**config.mk**
```make
export PLATFORM = sky130hd
export DESIGN_NAME = mips_run_ctrl
export DESIGN_NICKNAME = d
export VERILOG_FILES = /design/src/rtl/mips_run_ctrl.sv
export SDC_FILE = /design/constraint.sdc
export NUM_CORES = 1
export LEC_CHECK = 0
export BUFFER_PORTS_ARGS = -buffer_cell sky130_fd_sc_hd__buf_2
export CORE_UTILIZATION = 52
export DETAILED_ROUTE_END_ITERATION = 8
export PLACE_DENSITY = 0.9
export RECOVER_POWER = 50
export SYNTH_ARGS = -nofsm -noshare
export SYNTH_HDL_FRONTEND = slang
export SYNTH_SLANG_ARGS = --single-unit
```
**constraint.sdc**
```tcl
create_clock -name clk -period 3.05 [get_ports clk]
set_clock_uncertainty 0.2 [all_clocks]
set_input_delay 0.61 -clock clk [delete_from_list [all_inputs] [get_ports clk]]
set_output_delay 0.61 -clock clk [all_outputs]
set_load 0.005 [all_outputs]
```
**src/rtl/mips_run_ctrl.sv**
```systemverilog
`default_nettype none
// ============================================================================
//  Module   : mips_run_ctrl
//  Purpose  : Run-control sequencer for the single-cycle MIPS core. Owns the
//             core reset, qualifies PC advance and data-memory writes, and
//             provides run / pause / single-step, one address breakpoint, a
//             retired-instruction counter and an optional watchdog.
//  Ports    : clk, reset            - clock, synchronous active-high reset
//             start, step_mode      - launch (or return to idle), launch paused
//             pause_req, resume     - pause a run / leave pause for run
//             step_req              - execute one instruction from pause
//             bp_en, bp_addr        - address breakpoint
//             curr_inst_addr        - core's current PC
//             halt_in               - core's decoded halt for current inst
//             core_rst              - reset to the core datapath / PC
//             pc_en, dmem_we_en     - PC load enable / memW qualifier
//             state                 - IDLE=0 RUN=1 PAUSE=2 STEP=3 HALTED=4
//                                     TIMEOUT=5
//             brk, done, timeout    - status decodes
//             cyc_cnt               - retired-instruction count (saturating)
//  Revision : 1.0 - initial release
// ============================================================================
module mips_run_ctrl #(
    parameter int CYC_W      = 16,
    parameter int MAX_CYCLES = 0
) (
    input  logic             clk,
    input  logic             reset,
    input  logic             start,
    input  logic             step_mode,
    input  logic             pause_req,
    input  logic             resume,
    input  logic             step_req,
    input  logic             bp_en,
    input  logic [4:0]       bp_addr,
    input  logic [4:0]       curr_inst_addr,
    input  logic             halt_in,
    output logic             core_rst,
    output logic             pc_en,
    output logic             dmem_we_en,
    output logic [2:0]       state,
    output logic             brk,
    output logic             done,
    output logic             timeout,
    output logic [CYC_W-1:0] cyc_cnt
);

    typedef enum logic [2:0] {
        ST_IDLE    = 3'd0,
        ST_RUN     = 3'd1,
        ST_PAUSE   = 3'd2,
        ST_STEP    = 3'd3,
        ST_HALTED  = 3'd4,
        ST_TIMEOUT = 3'd5
    } state_t;

    // Watchdog limit widened by one bit so the "count + 1" compare cannot wrap.
    localparam logic [CYC_W:0] c_max_cycles = (CYC_W+1)'(MAX_CYCLES);
    localparam bit             c_wd_enable  = (MAX_CYCLES != 0);

    state_t           r_state;
    state_t           w_state_next;
    logic             r_brk;
    logic             w_brk_next;
    logic             r_bp_skip;
    logic [CYC_W-1:0] r_cyc_cnt;

    logic             w_bp_hit;
    logic             w_pc_en;
    logic             w_wd_hit;
    logic             w_cnt_sat;
    logic [CYC_W:0]   w_cnt_plus1;

    // ------------------------------------------------------------------------
    // Breakpoint and watchdog qualifiers
    // ------------------------------------------------------------------------
    // bp_skip suppresses the hit on the instruction we are resuming from, so
    // the paused instruction retires exactly once after leaving PAUSE.
    assign w_bp_hit    = bp_en & (curr_inst_addr == bp_addr) & ~r_bp_skip;
    assign w_cnt_sat   = &r_cyc_cnt;
    assign w_cnt_plus1 = {1'b0, r_cyc_cnt} + {{CYC_W{1'b0}}, 1'b1};
    // Fires when the retirement happening this edge brings the count to the
    // limit; only meaningful on a retiring edge.
    assign w_wd_hit    = c_wd_enable & w_pc_en & (w_cnt_plus1 == c_max_cycles);

    // ------------------------------------------------------------------------
    // State register
    // ------------------------------------------------------------------------
    always_ff @(posedge clk) begin
        if (reset) begin
            r_state <= ST_IDLE;
            r_brk   <= 1'b0;
        end else begin
            r_state <= w_state_next;
            r_brk   <= w_brk_next;
        end
    end

    // ------------------------------------------------------------------------
    // Next-state, enable and breakpoint-flag logic
    // ------------------------------------------------------------------------
    always_comb begin
        w_state_next = r_state;
        w_brk_next   = 1'b0;
        w_pc_en      = 1'b0;

        case (r_state)
            ST_IDLE: begin
                if (start) begin
                    w_state_next = step_mode ? ST_PAUSE : ST_RUN;
                end
            end

            ST_RUN: begin
                w_pc_en = ~w_bp_hit & ~halt_in;
                // A breakpoint wins over halt: the instruction at the
                // breakpoint address has not executed yet.
                if (w_bp_hit) begin
                    w_state_next = ST_PAUSE;
                    w_brk_next   = 1'b1;
                end else if (halt_in) begin
                    w_state_next = ST_HALTED;
                end else if (w_wd_hit) begin
                    w_state_next = ST_TIMEOUT;
                end else if (pause_req) begin
                    w_state_next = ST_PAUSE;
                end
            end

            ST_PAUSE: begin
                w_brk_next = r_brk;
                if (step_req) begin
                    w_state_next = ST_STEP;
                    w_brk_next   = 1'b0;
                end else if (resume) begin
                    w_state_next = ST_RUN;
                    w_brk_next   = 1'b0;
                end
            end

            ST_STEP: begin
                // Single step ignores the breakpoint entirely.
                w_pc_en = ~halt_in;
                if (halt_in) begin
                    w_state_next = ST_HALTED;
                end else if (w_wd_hit) begin
                    w_state_next = ST_TIMEOUT;
                end else begin
                    w_state_next = ST_PAUSE;
                end
            end

            ST_HALTED, ST_TIMEOUT: begin
                if (start) begin
                    w_state_next = ST_IDLE;
                end
            end

            default: begin
                w_state_next = ST_IDLE;
            end
        endcase
    end

    // ------------------------------------------------------------------------
    // Breakpoint skip flag
    // ------------------------------------------------------------------------
    // Set when leaving PAUSE (pc_en is always low in PAUSE, so set and clear
    // never coincide); cleared by the first retirement afterwards.
    always_ff @(posedge clk) begin
        if (reset) begin
            r_bp_skip <= 1'b0;
        end else if (w_state_next == ST_IDLE) begin
            r_bp_skip <= 1'b0;
        end else if ((r_state == ST_PAUSE) && (w_state_next != ST_PAUSE)) begin
            r_bp_skip <= 1'b1;
        end else if (w_pc_en) begin
            r_bp_skip <= 1'b0;
        end
    end

    // ------------------------------------------------------------------------
    // Retired-instruction counter
    // ------------------------------------------------------------------------
    // Cleared on the edge that enters IDLE so the count already reads zero in
    // the first IDLE cycle.
    always_ff @(posedge clk) begin
        if (reset) begin
            r_cyc_cnt <= '0;
        end else if (w_state_next == ST_IDLE) begin
            r_cyc_cnt <= '0;
        end else if (w_pc_en && !w_cnt_sat) begin
            r_cyc_cnt <= w_cnt_plus1[CYC_W-1:0];
        end
    end

    // ------------------------------------------------------------------------
    // Outputs
    // ------------------------------------------------------------------------
    assign pc_en      = w_pc_en;
    assign dmem_we_en = w_pc_en;
    assign state      = r_state;
    assign core_rst   = (r_state == ST_IDLE);
    assign brk        = r_brk;
    assign done       = (r_state == ST_HALTED);
    assign timeout    = (r_state == ST_TIMEOUT);
    assign cyc_cnt    = r_cyc_cnt;

endmodule
`default_nettype wire

```
Word-level counts from Yosys, hierarchy flattened

Cells that the tools add are included.

$add $sub $neg: 1
Eq/ne operators: 8
Muxes and demuxes: 17
Bitwise operators: 6
Reductions and logical operators: 9

Operator list:

| operator                                             | count |
|---|---|
| 2-to-1 mux 3 bit                                     | 8 |
| adder 16 x 1 -> 16 bit (second input constant)       | 1 |
| AND reduction 16 bit                                 | 1 |
| case mux 3 bit (5 select lines)                      | 1 |
| equality test 3 x 2 -> 1 bit (second input constant) | 2 |
| equality test 3 bit (second input constant)          | 2 |
| logical NOT 3 bit                                    | 2 |
| equality test 5 bit                                  | 1 |
| 2-to-1 mux 1 bit                                     | 5 |
| case mux 1 bit (2 select lines)                      | 2 |
| OR reduction 2 bit                                   | 2 |
| AND 1 bit                                            | 3 |
| equality test 3 x 1 -> 1 bit (second input constant) | 1 |
| != test 3 x 2 -> 1 bit (second input constant)       | 1 |
| != test 3 bit (second input constant)                | 1 |
| NOT 1 bit                                            | 3 |
| logical AND 1 bit                                    | 2 |
| 2-to-1 mux 2 bit                                     | 1 |
| nonzero test 2 bit                                   | 1 |
| logical NOT 1 bit                                    | 1 |

Register bits after elaboration: 21
Input port bits: 19
Logic and storage cells: 45

Depth between registers and ports, before layout

Gate-level depths: netlist of run 1.

Depth in word-level cells: 8
Mapped depth: 7
Gate-level depth less buffers: 6

Least setup slack after synthesis of run 1

No wires, ideal clock.

Path type: input port to output port
Start point: in bp_addr[1]
End point: out pc_en
Arrival time: 1.566 ns
Setup slack: 0.674 ns
Stages on the path: 5
Cells stage by stage: xnor2_1 > nand4_1 > o31a_1 > buf_2 > buf_4

Word-level cells in the longest chain between the ends: 6

Ends and longest elaborated chain:

| item                            | line | source |
|---|---|---|
| start, declared                 | 35   | `input logic [4:0] bp_addr,` |
| equality test 5 bit             | 79   | `assign w_bp_hit = bp_en & (curr_inst_addr == bp_addr) & ~r_bp_skip;` |
| AND 1 bit (2 in series)         | 79   |  |
| NOT 1 bit                       | 115  | `w_pc_en = ~w_bp_hit & ~halt_in;` |
| AND 1 bit                       | 115  |  |
| case mux 1 bit (2 select lines) | 107  | `case (r_state)` |
| end, declared                   | 39   | `output logic pc_en,` |

No other way between the ends.

Worst setup path in the final report of run 1

Start point: reg r_state[0], in the netlist state[0]
End point: out dmem_we_en

Word-level cells in the longest chain between the ends: 2
Elaborated cells on any way between the ends: 3

Ends and longest elaborated chain:

| item                                                                                | line | source |
|---|---|---|
| start, declared                                                                     | 61   | `state_t r_state;` |
| start signal, assigned                                                              | 94   | `r_state <= w_state_next;` |
| equality test 3 x 2 -> 1 bit / equality test 3 x 1 -> 1 bit (equally long branches) | 107  |  |
| case mux 1 bit (2 select lines) (*)                                                 | 107  |  |
| end, declared                                                                       | 40   | `output logic dmem_we_en,` |

Mark *: on every way between the ends. The rest lies on a longest branch, timed or not.

==> implementation parameters, run 1 <==
Parameter                              Value

Status
  Run status    finished, final reports clean

Yosys
  Sequential-to-total area share from yosys stat    35.1%
  Top cell type's share of synthesized area    35.1%
  Leading post-synthesis cells by cell area    sky130_fd_sc_hd__dfxtp_1 (35%), sky130_fd_sc_hd__xor2_1 (10%), sky130_fd_sc_hd__nor2_1 (6.0%), sky130_fd_sc_hd__nand4_1 (5.2%), sky130_fd_sc_hd__and3_1 (4.2%)
  Biggest area consumer among synthesized cells    sky130_fd_sc_hd__dfxtp_1
  Most repeated cell in the gate-level netlist after synthesis    sky130_fd_sc_hd__dfxtp_1
  Post-synthesis net count    158
  Share of flip-flops with an asynchronous set or reset after synthesis    0%
  Avg Inst Size Synth    8.67 um2
  Number of distinct library cell variants in the gate-level netlist after synthesis    32
  Number of synthesized flops with an enable pin    0
  Count of yosys warnings during synthesis    0
  Gate Count Post-Synth    138
  Number of register bits inferred by synthesis    21
  Leading post-synthesis cells by instance count    sky130_fd_sc_hd__dfxtp_1 (21), sky130_fd_sc_hd__nor2_1 (19), sky130_fd_sc_hd__xor2_1 (14), sky130_fd_sc_hd__nand4_1 (10)
  Cell area after synthesis    0.00120 mm2
  Leading register cell type out of synthesis    sky130_fd_sc_hd__dfxtp_1

Worst setup path
  Setup crit start kind    flip-flop
  Critical path class    reg -> out
  Arrival @ worst endpoint    1.73 ns
  Crit-path max cell delay    0.56 ns
  Data required time of the worst path    2.24 ns
  Register-to-register setup slack    0.57 ns
  Crit-path max FO    12
  Sequence of cells on the critical path    nor3b_1 > o31a_1 > buf_2
  Number of buffer and inverter stages on the critical path    1
  Kind of end point of the critical path    output pin
  Slowest stage cell on the critical path    sky130_fd_sc_hd__dfxtp_1
  Top cell family by delay on the critical path    flip-flops

Place
  Placer congestion estimate    0.941
  Sum of net half-perimeters after detailed placement    1950 um
  Post-Place Worst Slack    0.522 ns
  Buffers added on ports    43

Drt
  Detailed Route WL    2590 um
  WL/cell    12.4 um
  Residual DRC    0
  Post-detailed-route count of antenna-violating nets    0
  Via count    1159
  Via density per instance    5.55
  Drt first-iter violations    36
  First-pass iteration count of the detailed router    6

Final layout
  # fillers    204
  Signed area change from the synthesized netlist to the final layout    17.3%
  Diode count    0
  Share of post-route cells with drive strength above 1    23.2%
  Final layout net count    202

Die
  Number of cell rows    17
  Standard cell core area    0.00219 mm2
  Die outline area    0.00250 mm2
  Effective utilization at floorplan    54.6%
  Die width    50.0 um
  Io pins    44
  Chip Height    50.0 um

Timing
  Slew of the pin with the lowest slew margin    0.543 ns
  Tmin final    2.54 ns
  Worst slew margin relative to its limit    63.8%
  Final number of hold-violating endpoints    0
  Aggregate negative setup slack    0 ns
  RSZ-0062 raised after global routing    false
  Tcrit/Tclk final    83.2%
  Achievable clock frequency    394 MHz
  Max-slew violation count    0
  Total setup violations reported at the end of the flow    0
  Final worst-path setup slack    0.511 ns

GRT
  First-pass GRT wire length    4420 um
  Number of global-route vias before repair    1067
  GRT Overall Usage    22.3%
  Maximum number of pins on one net before global-route repair    16
  Congestion Overflow GR    0
  Antenna violations before repair    0

Clock network
  Root cell of the clock tree    sky130_fd_sc_hd__clkbuf_4
  CTS HTree Levels    1
  Post-CTS Hold Fix Bufs    0
  Clk Latency, worst-skew pair    0.30 ns
  Post-cts repair resize count    0
  Number of buffers created by CTS    3
  Clock sink count    21
  Post-CTS repair timing setup buffer count    0
  Clock tree from TritonCTS    yes
  Worst-path clk slew    0.11 ns
  Number of buffers on the longest clock path    2

Job
  Max_cap viols    0

Pwr
  Pleak    0.599 nW
  Largest vdd supply drop    0.202 mV
  Power density over the cells    361 mW/mm2

Min path
  Worst Hold Class    in -> reg
final timing paths:
| path | startpoint | cells past startpoint | endpoint |
|---|---|---|---|
| worst max register to register | state[2] | 6 | cyc_cnt[12] |
| worst max-delay path | state[0] | 3 | dmem_we_en |
| worst min register to register | brk | 2 | brk |
| worst min-delay path | reset | 2 | brk |
power by group:
group	switching (mW)	internal, mW	total, mW
logic	0.0439	0.0390	0.0830
clock network	0.0824	0.0509	0.133
registers	0.0115	0.278	0.290
total	0.138	0.368	0.506
metrics by stage:
step                      utilization, %  total power [mW]  std cells  cell area (um2)  hold WS, ns
after floorplan                        -             0.356        138             1200        0.261
after global placement              64.2             0.378        205             1410        0.259
after detailed placement            64.2             0.381        205             1410        0.278
after CTS                           65.4             0.514        209             1430        0.296
after global routing                64.0             0.536        209             1400        0.284
final                               64.0             0.506        209             1400        0.305
placed cells by master (no fill, tap or decap), types with 3 or more instances in the layout:
master and count:
sky130_fd_sc_hd__clkbuf_1 10, sky130_fd_sc_hd__a21oi_1 6, sky130_fd_sc_hd__xor2_1 14, sky130_fd_sc_hd__and3_1 8, sky130_fd_sc_hd__nor3_1 3, sky130_fd_sc_hd__and4_1 3
sky130_fd_sc_hd__nor2_1 20, sky130_fd_sc_hd__nor3b_1 4, sky130_fd_sc_hd__clkbuf_4 3, sky130_fd_sc_hd__dfxtp_1 21, sky130_fd_sc_hd__nor2b_1 3, sky130_fd_sc_hd__xnor2_1 5
sky130_fd_sc_hd__nand2_1 8, sky130_fd_sc_hd__buf_2 34, sky130_fd_sc_hd__nand3_1 7, sky130_fd_sc_hd__nand4_1 10
routing by layer:
| layer | global-route usage [%] | up-vias | part of all wire (%) |
|---|---|---|---|
| li1 | - | 578 | - |
| met1 | 26.9 | 538 | 44 |
| met2 | 39.4 | 41 | 52 |
| met3 | 3.09 | 2 | 3.4 |
| met4 | 8.57 | 0 | 0.23 |
| met5 | 0 | - | 0 |
registers in the layout, summed over array words and instances (netlist names):
register	cells
cyc_cnt	16
state	3
brk	1
r_bp_skip	1
cells by family (layout without fill, tap and decap cells):
family                     count (synthesis)  in the layout  share of synthesized area (%)
AOI/OAI and AO/OA                         17             17                           12.4
xor gates and xnor gates                  19             19                           13.9
adders and majority gates                  1              1                           1.05
buffers and inverters                      9             52                           5.44
DFF                                       21             21                           35.1
and+or+nand+nor                           71             71                           32.0
layout make-up:
| cell class | count | area [um2] | share of cell area (%) |
|---|---|---|---|
| repair buffers | 45 | 219 | 15.6 |
| flip-flops and latches | 21 | 420 | 30.0 |
| clock buffers | 4 | 26.3 | 1.87 |
| inverters | 3 | 11.3 | 0.803 |
| well taps | 28 | 35.0 | 2.50 |
| multi-input cells | 108 | 691 | 49.2 |
Note: power is estimated with default switching activity, not from simulation.
==> run 2: changes to the inputs <==
--- a/config.mk
+++ b/config.mk
@@ -6,9 +6,9 @@
 export NUM_CORES = 1
 export LEC_CHECK = 0
 export BUFFER_PORTS_ARGS = -buffer_cell sky130_fd_sc_hd__buf_2
-export CORE_UTILIZATION = 52
+export CORE_UTILIZATION = 48
 export DETAILED_ROUTE_END_ITERATION = 8
-export PLACE_DENSITY = 0.9
+export PLACE_DENSITY = 0.84
 export RECOVER_POWER = 50
 export SYNTH_ARGS = -nofsm -noshare
 export SYNTH_HDL_FRONTEND = slang
==> constraint.sdc (replaced) <==
create_clock -name clk -period 2.6 [get_ports clk]
set_clock_uncertainty 0.2 [all_clocks]
set_input_delay 0.52 -clock clk [delete_from_list [all_inputs] [get_ports clk]]
set_output_delay 0.52 -clock clk [all_outputs]
set_load 0.005 [all_outputs]
==> implementation parameters, run 2 (same netlist as run 1, synthesis figures left out) <==
Parameter                              Value

Status
  Run status    finished, final reports clean

Drt
  Residual DRC    0 (unchanged)
  Detailed Route WL    2680 um (+3.4%)
  WL/cell    12.7 um (+2.4%)
  Via density per instance    5.44 (-2.0%)
  Post-detailed-route count of antenna-violating nets    0 (unchanged)
  Via count    1147 (-1.0%)
  Drt first-iter violations    25 (-31%)
  First-pass iteration count of the detailed router    4 (-2)

Timing
  Aggregate negative setup slack    0 ns (unchanged)
  Worst slew margin relative to its limit    67.1% (+3.3 points)
  Final worst-path setup slack    0.245 ns (-0.267 ns)
  Max-slew violation count    0 (unchanged)
  Worst hold margin    0.204 ns (-0.101 ns)
  Achievable clock frequency    425 MHz
  Total setup violations reported at the end of the flow    0 (unchanged)
  Final number of hold-violating endpoints    0 (unchanged)
  Tmin final    2.36 ns
  Tcrit/Tclk final    90.6%
  RSZ-0062 raised after global routing    false
  Slew of the pin with the lowest slew margin    0.494 ns (-0.0490 ns)

Worst setup path
  Setup crit start kind    flip-flop
  Crit-path max cell delay    0.57 ns (about the same)
  Critical path origin    state[2]
  Arrival @ worst endpoint    2.38 ns (+0.65 ns)
  Data required time of the worst path    2.62 ns (+0.38 ns)
  Slowest stage cell on the critical path    sky130_fd_sc_hd__dfxtp_1
  Critical path class    reg -> reg
  Crit-path max FO    17 (+5)
  Sequence of cells on the critical path    inv_2 > or3_4 > a221oi_1 > o31ai_4 > buf_4 > a311oi_1
  Worst R2R Start    state[2]
  Kind of end point of the critical path    flip-flop

Die
  Chip Height    51.9 um (+3.9%)
  Die width    51.9 um (+3.9%)
  Io pins    44 (unchanged)
  Standard cell core area    0.00228 mm2 (+3.9%)
  Effective utilization at floorplan    52.6% (-2.0 points)
  Die outline area    0.00270 mm2 (+8.0%)
  Number of cell rows    17 (unchanged)

Final layout
  Finished Layout Cells    211 (+0.96%)
  Share of post-route cells with drive strength above 1    26.2% (+3.0 points)
  Fraction of the core area covered by cells at the end of the flow    62.5% (-1.5 points)
  Largest register FFs    16 (unchanged)
  Total area of sequential cells    420 um2 (unchanged)
  Signed area change from the synthesized netlist to the final layout    18.9%
  Fin area    0.00142 mm2 (+1.4%)
  Diode count    0 (unchanged)
  Commonest non-fill, non-tap cell in the layout    sky130_fd_sc_hd__buf_2
  Total area of multi-input combinational cells    692 um2 (+0.18%)
  # fillers    208 (+2.0%)
  Leading cell types in the layout, fill and taps excluded    sky130_fd_sc_hd__buf_2 (37), sky130_fd_sc_hd__dfxtp_1 (21), sky130_fd_sc_hd__nor2_1 (20), sky130_fd_sc_hd__xor2_1 (14), sky130_fd_sc_hd__nand4_1 (10)
  Final layout net count    204 (+0.99%)

GRT
  Antenna violations before repair    0 (unchanged)
  Global routing usage on met1    23.4% (-3.5 points)
  First-pass GRT wire length    4390 um (-0.63%)
  Congestion Overflow GR    0 (unchanged)
  Most Used Layer, Global Route    met2
  GRT Overall Usage    21.6% (-0.70 points)
  Maximum number of pins on one net before global-route repair    19 (+3)
  Met3 usage    6.73% (+3.6 points)
  Met2 usage in global routing    38.9% (-0.53 points)
  Number of global-route vias before repair    1050 (-1.6%)

Place
  Placed Cells    204 (-0.49%)
  Placer congestion estimate    0.810 (-14%)
  Post-Place Worst Slack    0.176 ns (-0.346 ns)
  Sum of net half-perimeters after detailed placement    2040 um (+5.0%)
  Instance area after placement    0.00140 mm2 (-0.53%)
  Buffers added on ports    43 (unchanged)

Pwr
  Largest vdd supply drop    0.347 mV (+71%)
  Power density over the cells    417 mW/mm2 (+16%)
  Final Power    0.593 mW (+17%)
  Pleak    0.624 nW (+4.1%)

Min path
  HP Start    reset
  Worst Hold Class    in -> reg

Clock network
  Number of buffers created by CTS    3 (unchanged)
  Root cell of the clock tree    sky130_fd_sc_hd__clkbuf_4
  Clock tree from TritonCTS    yes
  Post-CTS Hold Fix Bufs    0 (unchanged)
  Clock sink count    21 (unchanged)
  Clk Latency, worst-skew pair    0.30 ns (about the same)
  Worst-path clk slew    0.11 ns (about the same)
  CTS HTree Levels    1 (unchanged)
  Number of buffers on the longest clock path    2 (unchanged)

Job
  Max_cap viols    0 (unchanged)
## run 2: timing repair
item	4_1_cts	5_1_grt
buffers inserted	0	3
cloned	0	0
resized for setup	1	0
hold endpoints to repair	0	0
setup endpoints to repair	2	2
## run 2: routing by layer
metal,vias up,wire length (um)
met5,-,0
met4,0,31
met3,6,117
met2,26,1400
met1,533,1130
li1,582,-
## run 2: area by class of cell
type                    instances  share of cell area (%)
clock buffers                   4                    1.85
inverters                       3                   0.792
multi-input cells             108                    48.6
flip-flops and latches         21                    29.6
well taps                      28                    2.46
repair buffers                 47                    16.7
## run 2: worst max-delay path, delay by kind of cell, from the launching register on
| kind | cells | cell delay [ns] |
|---|---|---|
| simple gates | 1 | 0.38 |
| buf+inv | 2 | 0.31 |
| compound gates | 3 | 0.82 |
| flops | 1 | 0.57 |
## run 2: final timing paths
check / depth (start not counted) / slack, ns / to
worst max register to register: 6 / 0.24 / cyc_cnt[12]
worst min-delay path: 2 / 0.20 / brk
worst min register to register: 2 / 0.29 / brk
worst max-delay path: 6 / 0.24 / cyc_cnt[12]
## run 2: report_power, final
part	total, mW	switching (mW)	internal [mW]
clock network	0.154	0.0940	0.0599
logic	0.0997	0.0519	0.0479
registers	0.340	0.0132	0.327
==> run 3: changes to the inputs <==
--- a/config.mk
+++ b/config.mk
@@ -6,9 +6,9 @@
 export NUM_CORES = 1
 export LEC_CHECK = 0
 export BUFFER_PORTS_ARGS = -buffer_cell sky130_fd_sc_hd__buf_2
-export CORE_UTILIZATION = 48
+export CORE_UTILIZATION = 30
 export DETAILED_ROUTE_END_ITERATION = 8
-export PLACE_DENSITY = 0.84
+export PLACE_DENSITY = 0.59
 export RECOVER_POWER = 50
 export SYNTH_ARGS = -nofsm -noshare
 export SYNTH_HDL_FRONTEND = slang
==> implementation parameters, run 3 (same netlist as run 1, synthesis figures left out) <==
Parameter                              Value

Status
  Run status    finished, final reports clean

Die
  Effective utilization at floorplan    32.0% (-21 points)
  Io pins    44 (unchanged)
  Number of cell rows    22 (+5)
  Chip Height    65.1 um (+25%)
  Die outline area    0.00424 mm2 (+57%)
  Standard cell core area    0.00374 mm2 (+64%)
  Die width    65.1 um (+25%)

Final layout
  Final layout net count    203 (-0.49%)
  Leading cell types in the layout, fill and taps excluded    sky130_fd_sc_hd__buf_2 (35), sky130_fd_sc_hd__dfxtp_1 (21), sky130_fd_sc_hd__nor2_1 (20), sky130_fd_sc_hd__xor2_1 (14)
  Signed area change from the synthesized netlist to the final layout    22.4%
  Largest register FFs    16 (unchanged)
  Fraction of the core area covered by cells at the end of the flow    39.1% (-23 points)
  Finished Layout Cells    230 (+9.0%)
  Share of post-route cells with drive strength above 1    23.6% (-2.6 points)
  Diode count    0 (unchanged)
  Commonest non-fill, non-tap cell in the layout    sky130_fd_sc_hd__buf_2

Timing
  Total setup violations reported at the end of the flow    0 (unchanged)
  Max-slew violation count    0 (unchanged)
  RSZ-0062 raised after global routing    false
  Tcrit/Tclk final    91.1% (+0.52 points)
  Worst slew margin relative to its limit    62.7% (-4.4 points)
  Aggregate negative setup slack    0 ns (unchanged)
  Achievable clock frequency    422 MHz (-0.57%)
  Tmin final    2.37 ns (+0.0135 ns)
  Final number of hold-violating endpoints    0 (unchanged)
  Slew of the pin with the lowest slew margin    0.560 ns (+0.0662 ns)

Clock network
  Clock sink count    21 (unchanged)
  Root cell of the clock tree    sky130_fd_sc_hd__clkbuf_8
  Clk Latency, worst-skew pair    0.26 ns (-0.04 ns)
  Post-CTS Hold Fix Bufs    0 (unchanged)
  Post-cts repair resize count    0 (-1)
  CTS HTree Levels    1 (unchanged)
  Number of buffers on the longest clock path    2 (unchanged)
  Clock tree from TritonCTS    yes
  Worst-path clk slew    0.07 ns (-0.04 ns)
  Number of buffers created by CTS    3 (unchanged)
  Post-CTS repair timing setup buffer count    0 (unchanged)

GRT
  Maximum number of pins on one net before global-route repair    18 (-1)
  Antenna violations before repair    0 (unchanged)
  Congestion Overflow GR    0 (unchanged)
  Number of global-route vias before repair    889 (-15%)
  First-pass GRT wire length    4020 um (-8.5%)
  GRT Overall Usage    11.9% (-9.7 points)

Worst setup path
  Crit-path max cell delay    0.56 ns (about the same)
  Data required time of the worst path    2.57 ns (-0.05 ns)
  Setup crit start kind    flip-flop
  Sequence of cells on the critical path    inv_2 > or3_4 > a221oi_1 > o31ai_4 > buf_12 > a311oi_1
  Depth of the most critical reg-to-reg path    6 (unchanged)
  Worst R2R Start    state[2]
  Critical path class    reg -> reg
  Register-to-register setup slack    0.23 ns (about the same)
  Critical R2R Capture    cyc_cnt[12]
  Slowest stage cell on the critical path    sky130_fd_sc_hd__dfxtp_1
  Arrival @ worst endpoint    2.34 ns (-0.04 ns)
  Crit-path max FO    17 (unchanged)
  Kind of end point of the critical path    flip-flop

Drt
  Via density per instance    4.73 (-13%)
  Detailed Route WL    2540 um (-5.2%)
  Post-detailed-route count of antenna-violating nets    0 (unchanged)
  Drt first-iter violations    35 (+40%)
  WL/cell    11.0 um (-13%)
  Residual DRC    0 (unchanged)
  Via count    1089 (-5.1%)
  First-pass iteration count of the detailed router    4 (unchanged)

Min path
  HP Start    reset
  Worst-case hold path end point    brk
  Worst hold path stage count    2 (unchanged)
  Worst Hold Class    in -> reg

Job
  Max_cap viols    0 (unchanged)

Place
  Placer congestion estimate    0.717 (-12%)
  Placed Cells    226 (+11%)
  Buffers added on ports    43 (unchanged)
  Sum of net half-perimeters after detailed placement    1970 um (-3.4%)

Pwr
  Largest vdd supply drop    0.168 mV (-51%)
  Power density over the cells    448 mW/mm2 (+7.4%)
  Pleak    0.618 nW (-0.86%)
[run 3: worst max path at each step]
stage,start,endpoint,slack (ns)
2_1_floorplan,bp_addr[1],pc_en,0.40
3_3_place_gp,bp_addr[3],dmem_we_en,0.31
3_5_place_dp,halt_in,pc_en,0.31
4_1_cts,state[2],pc_en,0.24
5_1_grt,state[2],cyc_cnt[12],0.09
6_report,state[2],cyc_cnt[12],0.23
[run 3: cell type report]
type / count / area [um2]
fillers: 406 / 2280
clock buffers: 4 / 45.0
flip-flops and latches: 21 / 420
well taps: 48 / 60.1
repair buffers: 46 / 236
inverters: 3 / 11.3
multi-input cells: 108 / 691
[run 3: critical path, delay by kind of cell (launching register included)]
family,cells,cell delay [ns]
AOI/OAI and AO/OA,3,0.88
buffers and inverters,2,0.27
DFF,1,0.56
and+or+nand+nor,1,0.37
[run 3: per-layer routing]
layer / global-route usage, % / wire length (um) / vias up
li1: - / - / 582
met5: 0 / 0 / -
met1: 17.4 / 1290 / 486
met2: 18.1 / 1130 / 19
met3: 1.39 / 99 / 2
met4: 4.08 / 17 / 0
[run 3: report_power, final]
| part | switching [mW] | internal, mW | total (mW) |
|---|---|---|---|
| clock | 0.103 | 0.109 | 0.212 |
| sequential | 0.00949 | 0.326 | 0.336 |
| combinational | 0.0559 | 0.0518 | 0.108 |
| total | 0.169 | 0.487 | 0.656 |
[run 3: through the flow]
stage               hold slack, ns  worst slack, ns  area (um2)  power (mW)
finish                       0.259            0.231        1460       0.656
global route                 0.271           0.0928        1460       0.688
CTS                          0.288            0.242        1500       0.667
detailed placement           0.276            0.313        1450       0.458
global placement             0.272            0.306        1450       0.457
floorplan                    0.261            0.404        1200       0.417
